### config.mk
export PLATFORM = sky130hd
export DESIGN_NAME = uart_rx_fifo_flat
export DESIGN_NICKNAME = d
export VERILOG_FILES = /design/src/rtl/uart_pkg.sv /design/src/rtl/uart_rx_fifo_if.sv /design/src/rtl/uart_fifo_mem.sv /design/src/rtl/uart_rx_fifo.sv /design/src/flat_wrapper.sv
export SDC_FILE = /design/constraint.sdc
export NUM_CORES = 1
export LEC_CHECK = 0
export CAP_MARGIN = 20
export CORE_AREA = 2 2 89 125
export DETAILED_ROUTE_END_ITERATION = 7
export DIE_AREA = 0 0 91 127
export HOLD_SLACK_MARGIN = 0.15
export PLACE_DENSITY = 0.77
export SYNTH_ARGS = -nofsm -noshare
export SYNTH_HDL_FRONTEND = slang
export SYNTH_SLANG_ARGS = --single-unit
export TNS_END_PERCENT = 1
### constraint.sdc
create_clock -name clk -period 3.3 [get_ports clk]
set_input_delay 0.825 -clock clk [delete_from_list [all_inputs] [get_ports clk]]
set_output_delay 0.825 -clock clk [all_outputs]
set_load 0.02 [all_outputs]
### src/rtl/uart_pkg.sv
// Shared UART constants: character width, FIFO depth and register-map bit positions.
// Latency: n/a (definitions only).
// Backpressure: n/a.
package uart_pkg;

  localparam int UART_DATA_W     = 8;
  localparam int UART_FIFO_DEPTH = 16;
  localparam int UART_AF_LEVEL   = 12;

  // Bit positions of the sticky status flags in the status register.
  localparam int STAT_OVR  = 0;
  localparam int STAT_FERR = 1;
  localparam int STAT_W    = 2;

  typedef logic [STAT_W-1:0] uart_stat_t;

endpackage

### src/rtl/uart_rx_fifo_if.sv
// Byte stream into the RX FIFO (from the receiver) and the show-ahead read port out of it.
// Latency: n/a (wiring only).
// Backpressure: rd_ready stalls the read side; the receiver side has no backpressure.
interface uart_rx_fifo_if #(
  parameter int DATA_W = 8
);

  logic [DATA_W-1:0] rx_data;
  logic              rx_done;
  logic              rx_error;
  logic [DATA_W-1:0] rd_data;
  logic              rd_valid;
  logic              rd_ready;

  // master: the receiver/consumer environment around the FIFO
  modport master (
    output rx_data, rx_done, rx_error, rd_ready,
    input  rd_data, rd_valid
  );

  // slave: the FIFO itself
  modport slave (
    input  rx_data, rx_done, rx_error, rd_ready,
    output rd_data, rd_valid
  );

endinterface

### src/rtl/uart_fifo_mem.sv
// DEPTH x DATA_W register array, shared by the RX and TX FIFOs.
// Latency: write lands at the clock edge; read is combinational from the address.
// Backpressure: none; the caller owns pointer and full/empty logic.
module uart_fifo_mem #(
  parameter int DATA_W = 8,
  parameter int DEPTH  = 16,
  parameter int ADDR_W = $clog2(DEPTH)
) (
  input  logic              clk,
  input  logic              wr_en_i,
  input  logic [ADDR_W-1:0] wr_addr_i,
  input  logic [DATA_W-1:0] wr_data_i,
  input  logic [ADDR_W-1:0] rd_addr_i,
  output logic [DATA_W-1:0] rd_data_o
);

  logic [DATA_W-1:0] mem_q [DEPTH];

  // Storage is not reset: stale entries are never visible because the
  // owning FIFO masks the read port while it is empty.
  always_ff @(posedge clk) begin
    if (wr_en_i) begin
      mem_q[wr_addr_i] <= wr_data_i;
    end
  end

  assign rd_data_o = mem_q[rd_addr_i];

endmodule

### src/rtl/uart_rx_fifo.sv
// RX byte buffer: captures bytes on rx_done into a circular FIFO, tracks occupancy and sticky errors.
// Latency: a byte written at edge N is readable in cycle N+1; no same-cycle fall-through.
// Backpressure: rd_ready holds the show-ahead output; a push while full without a pop is dropped and flags overrun.
module uart_rx_fifo
  import uart_pkg::*;
#(
  parameter int DATA_W   = UART_DATA_W,
  parameter int DEPTH    = UART_FIFO_DEPTH,
  parameter int AF_LEVEL = UART_AF_LEVEL
) (
  input  logic                   clk,
  input  logic                   areset_n,
  input  logic                   sync_clr,
  uart_rx_fifo_if.slave          bus,
  output logic [$clog2(DEPTH):0] count,
  output logic                   empty,
  output logic                   full,
  output logic                   almost_full,
  output logic                   overrun,
  output logic                   frame_err,
  input  logic                   status_clr
);

  localparam int PTR_W = $clog2(DEPTH);
  localparam int CNT_W = PTR_W + 1;

  logic [PTR_W-1:0]  wr_ptr_q, wr_ptr_d;
  logic [PTR_W-1:0]  rd_ptr_q, rd_ptr_d;
  logic [CNT_W-1:0]  count_q,  count_d;
  uart_stat_t        stat_q,   stat_d;

  logic              push;
  logic              pop;
  logic              mem_wr;
  logic              drop;
  logic [DATA_W-1:0] mem_rd_data;

  // Flags decode only from the registered count, so none of them has a
  // combinational path from the inputs.
  assign empty       = (count_q == '0);
  assign full        = (count_q == CNT_W'(DEPTH));
  assign almost_full = (count_q >= CNT_W'(AF_LEVEL));
  assign count       = count_q;
  assign overrun     = stat_q[STAT_OVR];
  assign frame_err   = stat_q[STAT_FERR];

  // A pop frees a slot in the same cycle, so a full FIFO still accepts a
  // byte when the consumer is reading.
  assign pop    = !empty && bus.rd_ready;
  assign push   = bus.rx_done && (!full || pop);
  assign drop   = bus.rx_done && !push;
  assign mem_wr = push && !sync_clr;

  // Next-state for pointers, occupancy and sticky status; sync_clr overrides all.
  always_comb begin
    wr_ptr_d = wr_ptr_q;
    rd_ptr_d = rd_ptr_q;
    count_d  = count_q;
    stat_d   = stat_q;

    if (sync_clr) begin
      wr_ptr_d = '0;
      rd_ptr_d = '0;
      count_d  = '0;
      stat_d   = '0;
    end else begin
      if (push) begin
        wr_ptr_d = wr_ptr_q + PTR_W'(1);
      end
      if (pop) begin
        rd_ptr_d = rd_ptr_q + PTR_W'(1);
      end

      unique case ({push, pop})
        2'b10:   count_d = count_q + CNT_W'(1);
        2'b01:   count_d = count_q - CNT_W'(1);
        default: count_d = count_q;
      endcase

      // Set events take precedence over a coincident status_clr.
      if (drop) begin
        stat_d[STAT_OVR] = 1'b1;
      end else if (status_clr) begin
        stat_d[STAT_OVR] = 1'b0;
      end

      if (bus.rx_error) begin
        stat_d[STAT_FERR] = 1'b1;
      end else if (status_clr) begin
        stat_d[STAT_FERR] = 1'b0;
      end
    end
  end

  // State registers with asynchronous reset.
  always_ff @(posedge clk or negedge areset_n) begin
    if (!areset_n) begin
      wr_ptr_q <= '0;
      rd_ptr_q <= '0;
      count_q  <= '0;
      stat_q   <= '0;
    end else begin
      wr_ptr_q <= wr_ptr_d;
      rd_ptr_q <= rd_ptr_d;
      count_q  <= count_d;
      stat_q   <= stat_d;
    end
  end

  uart_fifo_mem #(
    .DATA_W (DATA_W),
    .DEPTH  (DEPTH),
    .ADDR_W (PTR_W)
  ) u_mem (
    .clk       (clk),
    .wr_en_i   (mem_wr),
    .wr_addr_i (wr_ptr_q),
    .wr_data_i (bus.rx_data),
    .rd_addr_i (rd_ptr_q),
    .rd_data_o (mem_rd_data)
  );

  // Show-ahead output, forced to zero while empty so stale memory never leaks.
  assign bus.rd_valid = !empty;
  assign bus.rd_data  = empty ? '0 : mem_rd_data;

endmodule

### src/flat_wrapper.sv
// flat-port wrapper written by rule: the top's interface ports become plain ports
module uart_rx_fifo_flat import uart_pkg::*;
#(
  parameter int DATA_W   = UART_DATA_W,
  parameter int DEPTH    = UART_FIFO_DEPTH,
  parameter int AF_LEVEL = UART_AF_LEVEL
)
  (clk, areset_n, sync_clr, count, empty, full, almost_full, overrun, frame_err, status_clr, bus_rx_data, bus_rx_done, bus_rx_error, bus_rd_ready, bus_rd_data, bus_rd_valid);
  uart_rx_fifo_if #(.DATA_W(DATA_W)) bus_i ();
  input  logic clk;
  input  logic areset_n;
  input  logic sync_clr;
  output logic [$clog2(DEPTH):0] count;
  output logic empty;
  output logic full;
  output logic almost_full;
  output logic overrun;
  output logic frame_err;
  input  logic status_clr;
  input wire logic [$bits(bus_i.rx_data)-1:0] bus_rx_data;
  input wire logic [$bits(bus_i.rx_done)-1:0] bus_rx_done;
  input wire logic [$bits(bus_i.rx_error)-1:0] bus_rx_error;
  input wire logic [$bits(bus_i.rd_ready)-1:0] bus_rd_ready;
  output wire logic [$bits(bus_i.rd_data)-1:0] bus_rd_data;
  output wire logic [$bits(bus_i.rd_valid)-1:0] bus_rd_valid;
  assign bus_i.rx_data = bus_rx_data;
  assign bus_i.rx_done = bus_rx_done;
  assign bus_i.rx_error = bus_rx_error;
  assign bus_i.rd_ready = bus_rd_ready;
  assign bus_rd_data = bus_i.rd_data;
  assign bus_rd_valid = bus_i.rd_valid;
  uart_rx_fifo #(.DATA_W(DATA_W), .DEPTH(DEPTH), .AF_LEVEL(AF_LEVEL)) u_core (.clk(clk), .areset_n(areset_n), .sync_clr(sync_clr), .bus(bus_i), .count(count), .empty(empty), .full(full), .almost_full(almost_full), .overrun(overrun), .frame_err(frame_err), .status_clr(status_clr));
endmodule
==> results.py <==
metrics = {
    "cts": {
        "cts.path.max_buffers": 2,
        "cts_setup_buffers": 0,
        "root_buffer": "clkbuf_16",
        "cts.sinks": 143,
        "clock_latency_ns": 0.41,
        "clkSlewWorstSetupHoldPaths_ns": 0.05,
        "tritoncts": "built",
        "numCtsBuffers": 17,
        "h-tree-depth": 4,
    },
    "finish": {
        "insertedDiodeCount": 0,
        "fillers": 689,
        "seqCellArea_sq_um": 4220,
        "syn2layout_area_growth_pct": 21.4,
        "drive_gt1_share_pct": 24.6,
        "multi_input_area_sq_um": 1670,
        "layout.nets": 419,
    },
    "worst_setup_path": {
        "cp_num_buf_inv": 2,
        "critPathCaptureType": "output pin",
        "rr_startpoint": "u_core.count[1]",
        "r2r_cells": 10,
        "start_kind": "flip-flop",
        "critical-path-slowest-cell": "mux4_2",
        "cp_max_fo": 14,
        "rrSetupSlack_ns": 0.70,
        "critical_path_class": "flip-flop to output pin",
        "crit_required_ns": 2.47,
        "cpLargestDelayFamily": "buffers and inverters",
        "arrival_ns": 2.31,
        "reg2reg_to": "u_core.count[4]",
        "crit_path_max_incr_delay_ns": 0.52,
        "path_cells": "bufbuf_16, mux4_2, mux2i_1, o22ai_1, dlygate4sd2_1",
    },
    "pwr": {
        "p_comb_share_pct": 28.2,
        "clkPwrFrac_pct": 33.9,
        "p_per_area_nw_per_um2": 753,
        "total_power_w": 0.00548,
        "pwr-share-seq_pct": 37.9,
        "power.switching_w": 0.00151,
        "peakVddDrop_mv": 0.549,
        "leakagePower_nw": 2.50,
        "swShare_pct": 27.5,
        "internal_power_w": 0.00397,
    },
    "logic_synthesis": {
        "synth_top_area_share_pct": 64.1,
        "ys_seq_area_share_pct": 70.4,
        "synth_seq_cells": 143,
        "syn_area_per_cell_sq_um": 18.1,
        "synth_nets": 354,
        "synth_area_sq_um": 5990,
        "netlist_instances": 332,
        "yosysTopAreaCell": "edfxtp_1",
        "synth_cell_types": 40,
        "synthTopCellsByArea": "edfxtp_1 (64%), mux4_2 (12%), dfrtp_1 (6.3%), mux2i_1 (3.2%), ha_1 (1.5%)",
        "ys_warn_count": 0,
    },
    "floorplan": {
        "start_util_pct": 57.9,
        "die-area_sq_um": 11600,
        "die_w_um": 91,
        "num_rows": 44,
        "core_area_sq_um": 10300,
        "ioPinCount": 34,
        "die_height_um": 127,
    },
    "routing": {
        "first_pass_iters": 4,
        "vias_per_cell": 5.90,
        "ant_nets": 0,
        "drcViolationCount": 0,
        "drt_iter0_drc": 318,
        "detail_route.wl_per_cell_um": 22.2,
        "vias": 3234,
        "wirelength_mm": 12.2,
    },
    "outcome": {
        "status": "finished clean",
    },
    "hold_path": {
        "min-delay-start": "u_core.stat_q[1]",
        "hp-class": "flip-flop to flip-flop",
        "worstHoldEndpoint": "u_core.stat_q[1]",
        "whs_path_depth": 2,
    },
    "grt": {
        "grt_usage_pct": 22.8,
        "antenna_found_initial": 0,
        "grt_pass1_vias": 3371,
        "grt-ovfl-total": 0,
        "grt_max_degree": 29,
        "grt_pass1_wl_mm": 18.9,
    },
    "job": {
        "drv_cap": 0,
    },
    "placement": {
        "io_buffers": 33,
        "gp_congestion": 0.791,
        "post-dp-hpwl_mm": 7.70,
    },
    "sta": {
        "skew_ns": 0.00680,
        "fin_setup_tns_ns": 0,
        "rsz0062_at_grt": "no",
        "fmax_mhz": 319,
        "slew-limit-headroom_pct": 51.6,
        "hold_violations": 0,
        "period_share_pct": 95.1,
        "slew_violations": 0,
        "period_minus_slack_ns": 3.14,
        "tightest_slew_ns": 0.724,
        "setup_viol": 0,
    },
}
[Yosys cell counts]
master,n
edfxtp_1,128
mux4_2,32
mux2i_1,19
nor2_1,19
dfrtp_1,15
and2_1,13
nand2_1,11
inv_1,10
a21oi_1,8
buf_2,8
o22ai_1,8
clkbuf_1,7
ha_1,7
nand2b_1,5
nand3_1,5
nor4_1,4
o21ai_0,3
or3_1,3
xnor2_1,3
xor2_1,3
a211o_1,2
a2111oi_0,1
a21o_1,1
a21o_2,1
a31oi_1,1
a31oi_4,1
and3_4,1
buf_1,1
buf_6,1
mux2_2,1
nand3b_1,1
nor3_1,1
nor3b_1,1
nor4b_1,1
nor4b_4,1
o21ai_4,1
o21bai_4,1
o31ai_1,1
or2_2,1
or4_4,1
[stage by stage]
step	setup WS [ns]	hold slack [ns]	utilization [%]	instances	area [sq um]
finish	0.162	0.527	70.3	548	7270
global route	0.0681	0.555	70.3	548	7270
CTS	0.110	0.537	70.3	548	7270
detailed placement	0.264	0.524	64.3	515	6660
global placement	0.315	0.501	64.3	515	6660
floorplan	0.636	0.529	-	332	5990
[area by class of cell]
cell class              count  area share, %
inverters                  10          0.516
clock inverters            14           2.05
flip-flops and latches    143           58.0
well taps                 138           2.37
repair buffers             63           8.19
clock buffers              18           5.90
multi-input cells         162           22.9
[registers in the layout (all words and copies together) (netlist names)]
signal / cells
u_core.count: 5
u_core.rd_ptr_q: 4
u_core.stat_q: 2
u_core.u_mem.mem_q: 128
u_core.wr_ptr_q: 4
[worst max-delay path by stage]
stage,from,to,slack (ns),depth (start not counted)
global placement,bus_rd_ready,u_core.count[2],0.32,9
detailed placement,bus_rd_ready,u_core.count[2],0.26,9
CTS,u_core.rd_ptr_q[0],bus_rd_data[2],0.11,5
floorplan,u_core.count[1],bus_rd_data[0],0.64,7
global route,u_core.rd_ptr_q[0],bus_rd_data[6],0.07,5
finish,u_core.rd_ptr_q[0],bus_rd_data[6],0.16,5
[power by group through the flow]
stage / Combinational, W / Clock [W] / Sequential (W)
final: 0.00154 / 0.00186 / 0.00208
after global routing: 0.00166 / 0.00196 / 0.00208
after CTS: 0.00156 / 0.00188 / 0.00208
after detailed placement: 0.00154 / 0 / 0.00210
after global placement: 0.00152 / 0 / 0.00210
after floorplan: 0.000983 / 0 / 0.00213
[repair_timing]
item / CTS / global route
gates resized for setup: 11 / 0
endpoints found under the setup margin: 8 / 0
hold buffers: 0 / 0
[cell families after synthesis]
| family | share of synthesized area [%] |
|---|---|
| multiplexers | 15.4 |
| adder cells (fa/ha/maj) | 1.46 |
| XOR/XNOR | 0.877 |
| AO/OA/AOI/OAI | 3.63 |
| buffers and inverters | 1.98 |
| flip-flops | 70.4 |
| AND/OR/NAND/NOR | 6.26 |
[layer usage]
layer / track usage, % / wire, um / vias to the layer above
met5: 0 / 0 / -
met4: 11.1 / 319 / 0
met3: 6.13 / 839 / 19
met2: 38.2 / 6500 / 148
met1: 27.7 / 4500 / 1623
li1: - / - / 1444
[tightest hold or removal path, stage by stage (launching register included)]
cell	delay [ns]
dfrtp_1	0.34
a21oi_1	0.07
nor2_1	0.08
[cell usage in the layout (no fill, tap or decap), drive strengths merged, types with 2 or more instances in the layout]
cell and count:
clkinv 10, dlygate4sd2 8, ha 7, a31oi 2
xnor2 3, dfrtp 15, mux4 32, xor2 3
or3 3, a21oi 8, clkdlybuf4s50 25, bufinv 3
buf 29, o22ai 8, inv 10, mux2i 19
clkbuf 18, nor2 19, nand2b 5, a21o 2
nand2 11, edfxtp 128, nor4 4, nor4b 2
nand3 5, o21ai 4, and2 13, a211o 2
Power figures use the tool's default switching activity.
